<file path="src/rtl/inv_sub_bytes_seq.sv">
// AES decryption InvSubBytes stage: substitutes the 128-bit state through the
// inverse S-box, BYTES_PER_CYCLE bytes per clock, with a start/done handshake.
module inv_sub_bytes_seq #(
  parameter int BYTES_PER_CYCLE = 1
) (
  input  logic         clock,
  input  logic         reset,
  input  logic         startTransition,
  input  logic [127:0] inputData,
  output logic [127:0] outputData,
  output logic         busy,
  output logic         done
);

  localparam int N = 16 / BYTES_PER_CYCLE;
  localparam logic [3:0] LAST = 4'(N - 1);

  if (!(BYTES_PER_CYCLE == 1 || BYTES_PER_CYCLE == 2 || BYTES_PER_CYCLE == 4)) begin : g_bad_param
    $error("inv_sub_bytes_seq: BYTES_PER_CYCLE must be 1, 2 or 4");
  end

  localparam logic [7:0] INV_SBOX [256] = '{
    8'h52, 8'h09, 8'h6a, 8'hd5, 8'h30, 8'h36, 8'ha5, 8'h38, 8'hbf, 8'h40, 8'ha3, 8'h9e, 8'h81, 8'hf3, 8'hd7, 8'hfb,
    8'h7c, 8'he3, 8'h39, 8'h82, 8'h9b, 8'h2f, 8'hff, 8'h87, 8'h34, 8'h8e, 8'h43, 8'h44, 8'hc4, 8'hde, 8'he9, 8'hcb,
    8'h54, 8'h7b, 8'h94, 8'h32, 8'ha6, 8'hc2, 8'h23, 8'h3d, 8'hee, 8'h4c, 8'h95, 8'h0b, 8'h42, 8'hfa, 8'hc3, 8'h4e,
    8'h08, 8'h2e, 8'ha1, 8'h66, 8'h28, 8'hd9, 8'h24, 8'hb2, 8'h76, 8'h5b, 8'ha2, 8'h49, 8'h6d, 8'h8b, 8'hd1, 8'h25,
    8'h72, 8'hf8, 8'hf6, 8'h64, 8'h86, 8'h68, 8'h98, 8'h16, 8'hd4, 8'ha4, 8'h5c, 8'hcc, 8'h5d, 8'h65, 8'hb6, 8'h92,
    8'h6c, 8'h70, 8'h48, 8'h50, 8'hfd, 8'hed, 8'hb9, 8'hda, 8'h5e, 8'h15, 8'h46, 8'h57, 8'ha7, 8'h8d, 8'h9d, 8'h84,
    8'h90, 8'hd8, 8'hab, 8'h00, 8'h8c, 8'hbc, 8'hd3, 8'h0a, 8'hf7, 8'he4, 8'h58, 8'h05, 8'hb8, 8'hb3, 8'h45, 8'h06,
    8'hd0, 8'h2c, 8'h1e, 8'h8f, 8'hca, 8'h3f, 8'h0f, 8'h02, 8'hc1, 8'haf, 8'hbd, 8'h03, 8'h01, 8'h13, 8'h8a, 8'h6b,
    8'h3a, 8'h91, 8'h11, 8'h41, 8'h4f, 8'h67, 8'hdc, 8'hea, 8'h97, 8'hf2, 8'hcf, 8'hce, 8'hf0, 8'hb4, 8'he6, 8'h73,
    8'h96, 8'hac, 8'h74, 8'h22, 8'he7, 8'had, 8'h35, 8'h85, 8'he2, 8'hf9, 8'h37, 8'he8, 8'h1c, 8'h75, 8'hdf, 8'h6e,
    8'h47, 8'hf1, 8'h1a, 8'h71, 8'h1d, 8'h29, 8'hc5, 8'h89, 8'h6f, 8'hb7, 8'h62, 8'h0e, 8'haa, 8'h18, 8'hbe, 8'h1b,
    8'hfc, 8'h56, 8'h3e, 8'h4b, 8'hc6, 8'hd2, 8'h79, 8'h20, 8'h9a, 8'hdb, 8'hc0, 8'hfe, 8'h78, 8'hcd, 8'h5a, 8'hf4,
    8'h1f, 8'hdd, 8'ha8, 8'h33, 8'h88, 8'h07, 8'hc7, 8'h31, 8'hb1, 8'h12, 8'h10, 8'h59, 8'h27, 8'h80, 8'hec, 8'h5f,
    8'h60, 8'h51, 8'h7f, 8'ha9, 8'h19, 8'hb5, 8'h4a, 8'h0d, 8'h2d, 8'he5, 8'h7a, 8'h9f, 8'h93, 8'hc9, 8'h9c, 8'hef,
    8'ha0, 8'he0, 8'h3b, 8'h4d, 8'hae, 8'h2a, 8'hf5, 8'hb0, 8'hc8, 8'heb, 8'hbb, 8'h3c, 8'h83, 8'h53, 8'h99, 8'h61,
    8'h17, 8'h2b, 8'h04, 8'h7e, 8'hba, 8'h77, 8'hd6, 8'h26, 8'he1, 8'h69, 8'h14, 8'h63, 8'h55, 8'h21, 8'h0c, 8'h7d
  };

  typedef enum logic {IDLE, BUSY} state_t;

  state_t       state;
  state_t       next_state;
  logic [3:0]   counter;
  logic [127:0] work_reg;
  logic [127:0] sub_word;
  logic [3:0]   byte_idx;

  always_ff @(posedge clock or posedge reset) begin
    if (reset) state <= IDLE;
    else       state <= next_state;
  end

  always_comb begin
    next_state = state;
    case (state)
      IDLE: if (startTransition) next_state = BUSY;
      BUSY: if (counter == LAST) next_state = IDLE;
      default: next_state = IDLE;
    endcase
  end

  // Byte 0 sits in the top lane, so lane index is the bitwise complement of the byte index
  always_comb begin
    sub_word = work_reg;
    byte_idx = '0;
    for (int i = 0; i < BYTES_PER_CYCLE; i++) begin
      byte_idx = 4'(counter * BYTES_PER_CYCLE + i);
      sub_word[{~byte_idx, 3'b000} +: 8] = INV_SBOX[work_reg[{~byte_idx, 3'b000} +: 8]];
    end
  end

  always_ff @(posedge clock or posedge reset) begin
    if (reset) begin
      counter    <= '0;
      work_reg   <= '0;
      outputData <= '0;
      done       <= 1'b0;
    end else begin
      done <= 1'b0;
      case (state)
        IDLE: begin
          if (startTransition) begin
            work_reg <= inputData;
            counter  <= '0;
          end
        end
        BUSY: begin
          work_reg <= sub_word;
          if (counter == LAST) begin
            outputData <= sub_word;
            done       <= 1'b1;
            counter    <= '0;
          end else begin
            counter <= counter + 4'd1;
          end
        end
        default: counter <= '0;
      endcase
    end
  end

  assign busy = (state == BUSY);

endmodule

</file>
<file path="config.mk">
export PLATFORM = sky130hd
export DESIGN_NAME = inv_sub_bytes_seq
export DESIGN_NICKNAME = d
export VERILOG_FILES = /design/src/rtl/inv_sub_bytes_seq.sv
export SDC_FILE = /design/constraint.sdc
export NUM_CORES = 1
export LEC_CHECK = 0
export ABC_AREA = 1
export BUFFER_PORTS_ARGS = -buffer_cell sky130_fd_sc_hd__buf_2
export CORE_MARGIN = 3
export CORE_UTILIZATION = 59
export DETAILED_ROUTE_END_ITERATION = 8
export PLACE_DENSITY = 0.83
export SLEW_MARGIN = 20
export SYNTH_ARGS = -nofsm -noshare
export SYNTH_HDL_FRONTEND = slang
export SYNTH_SLANG_ARGS = --single-unit
</file>
<file path="constraint.sdc">
create_clock -name clock -period 12.6 [get_ports clock]
set_clock_uncertainty 0.2 [all_clocks]
set_input_delay 3.15 -clock clock [delete_from_list [all_inputs] [get_ports clock]]
set_output_delay 3.15 -clock clock [all_outputs]
set_load 0.01 [all_outputs]
</file>
==> metrics.md <==
| Metric | Value |
|---|---|
| Status | complete, no violations |
| Final hold slack | 0.265 ns |
| H-tree depth | 1 |
| Initial Utilization | 0.609 |
| #FFs+latches synth | 262 |
| Synth Cell Area | 17,800 sq um |
| I/O pin count | 261 |
| Clock Latency Late Sink | 0.60 ns |
| Worst Path Required | 12.83 ns |
| First-pass GRT wire length | 111,000 um |
| Worst setup margin | 6.64 ns |
| Area Overhead vs Synth | 11.9% |
| Antenna diodes | 0 |
| Final ANT Viol Nets | 0 |
| Initial antenna violation count | 0 |
| Fraction of the yosys area taken by sequential cells | 0.368 |
| YS warnings | 0 |
| Final Hold Fails | 0 |
| Area leader, netlist | dfrtp_1 |
| Number of global-route vias before repair | 19.1k |
| Setup TNS | 0 ns |
| Gate Count Post-Synth | 2,687 |
| Syn avg cell area | 6.63 sq um |
| Total GRT Usage | 0.427 |
| Critical Path End Type | flip-flop |
| GP Congestion | 1.09 |
| EDFF count, synth | 0 |
| HP Class | flip-flop to flip-flop |
| CTS tree | yes |
| Commonest non-fill, non-tap cell in the layout | nand2_1 |
| Fmax | 168 MHz |
| Synth Flop Type | dfrtp_1 |
| Port Buffers | 260 |
| DR pass1 iterations | 7 |
| DP HPWL | 51,000 um |
| Clock Path Buffers | 3 |
| Max-slew violation count | 0 |
| Ys async rst share | 1.00 |
| Vias | 20.3k |
| Post-synth top area share | 0.368 |
| # hold bufs at CTS | 0 |
| Final Cycle Share | 0.473 |
| Max FO, Critical Path | 89 |
| Drt total wl | 72,200 um |
| Total global routing overflow | 0 |
| Critical path startpoint category | flip-flop |
| Inserted Clock Buffers | 30 |
| Final #Nets | 2,999 |
| DR vias/cell | 6.26 |
| CTS Sinks | 262 |
| Syn nets | 2,845 |
| Max-Cap Viols | 0 |
| Worst Max-Slew Pin Slew | 1.07 ns |
| Setup Viol. Count Final | 0 |
| Root Driver | clkbuf_16 |
| Layout cells sized above 1 | 0.149 |
| Core Area | 29,200 sq um |
| Setup CP Type | flip-flop to flip-flop |
| Post-CTS sizing | 0 |
| Die Wd | 180 um |
| Synth area leaders | dfrtp_1 (37%), nand2_1 (21%), nand3_1 (14%) |
| Drt drc | 0 |
| Die area | 32,300 sq um |
| Worst-path clk slew | 0.06 ns |
| Filler cell count | 2,536 |
| Slew HR | 0.284 |
| Util after Layout | 0.682 |
| Row count | 62 |
| Most frequent cells in the layout | nand2_1 (1,009), nand3_1 (499), dfrtp_1 (260), buf_2 (260), inv_1 (256) |
| Drt wl/cell | 22.2 um |
| Unique masters post-synth | 41 |
| Die Y | 180 um |
| Pin count of the biggest net entering global routing | 113 |
| RSZ-0062 raised after global routing | false |
| DR iter-0 viols | 3,436 |
| Arr. time, crit path | 6.19 ns |
| Postcts setup bufs | 0 |
| Min Tclk post-route | 5.96 ns |
| Place WS | 7.05 ns |
critical path, cell delays in order, from the launching register on:
cell and delay, ns:
dfrtp_2 0.38, buf_4 0.39, inv_4 0.67, nand2_1 0.10, nand3_1 0.12, nand2_1 0.06
nor2_1 0.29, nand2_2 0.39, nand2_4 0.60, inv_2 0.36, ha_1 0.31, inv_1 0.29
nand2_1 0.14, nand2_1 0.08, nand3_1 0.18, nand3_1 0.16, nand3_1 0.14, nand3_1 0.12
nand2_2 0.19, nand3_2 0.27, nand2_1 0.10, nand3_1 0.11, nand2_1 0.06
final timing paths:
kind / cells past startpoint / slack [ns] / to / from
worst max-delay path: 22 / 6.64 / work_reg[60] / counter[0]
worst min-delay path: 2 / 0.27 / outputData[59] / outputData[59]
worst max register to register: 22 / 6.64 / work_reg[60] / counter[0]
worst min register to register: 2 / 0.27 / outputData[59] / outputData[59]
max in group asynchronous: 3 / 8.28 / busy / reset
min in group asynchronous: 2 / 2.51 / outputData[113] / reset
cell families (layout without fill, tap and decap cells):
group,after synthesis,after routing,synth area share
AO/OA/AOI/OAI,296,296,0.0975
adder cells (fa/ha/maj),27,27,0.0190
buffers and inverters,433,611,0.106
flip-flops,262,262,0.368
multiplexers,1,1,0.000562
AND/OR/NAND/NOR,1668,1668,0.409
metal layers:
metal  global-route usage  vias up  wire, um
met5                    0        -        29
met4                0.214        2      4890
met3                0.118      352     10400
met2                0.625     1686     30300
met1                0.586     9338     26600
li1                     -     8956         -
metrics by stage:
step                      instance area, sq um  instances
after CTS                                19900       3248
after floorplan                          17800       2687
after detailed placement                 18900       3192
after global placement                   18900       3192
final                                    19900       3249
after global routing                     19900       3249
layout make-up:
cell class,count,area [sq um],area share
Clock buffer,44,853,0.0428
Clock inverter,12,144,0.00721
Inverter,276,1050,0.0526
Multi-Input combinational cell,1992,9400,0.471
Sequential cell,262,6560,0.329
Tap cell,384,480,0.0241
Timing Repair Buffer,279,1460,0.0732
cells in the mapped netlist, types with 2 or more instances:
cell type  number
nor2_4          4
nand2_1      1009
o22ai_1         3
o21bai_1       18
o211ai_1       41
clkbuf_1       67
nor3_2          3
buf_2          52
nand3_1       499
buf_1           5
nor2_1         68
dfrtp_1       262
buf_4          14
inv_1         259
a31oi_1         3
a22o_1         16
nand3_2        23
o21ai_1        48
nand2_2        23
or2_2           8
buf_6          18
nand2_4         7
ha_1           27
nand3b_1        4
a21oi_1        39
o21ai_0       124
nor3_1          2
nand4_1        11
inv_2          15
nor2_2          4
Power is left out: the tool's default activity adds up to more than one toggle a clock period on the data nets, which glitch-free logic cannot reach.
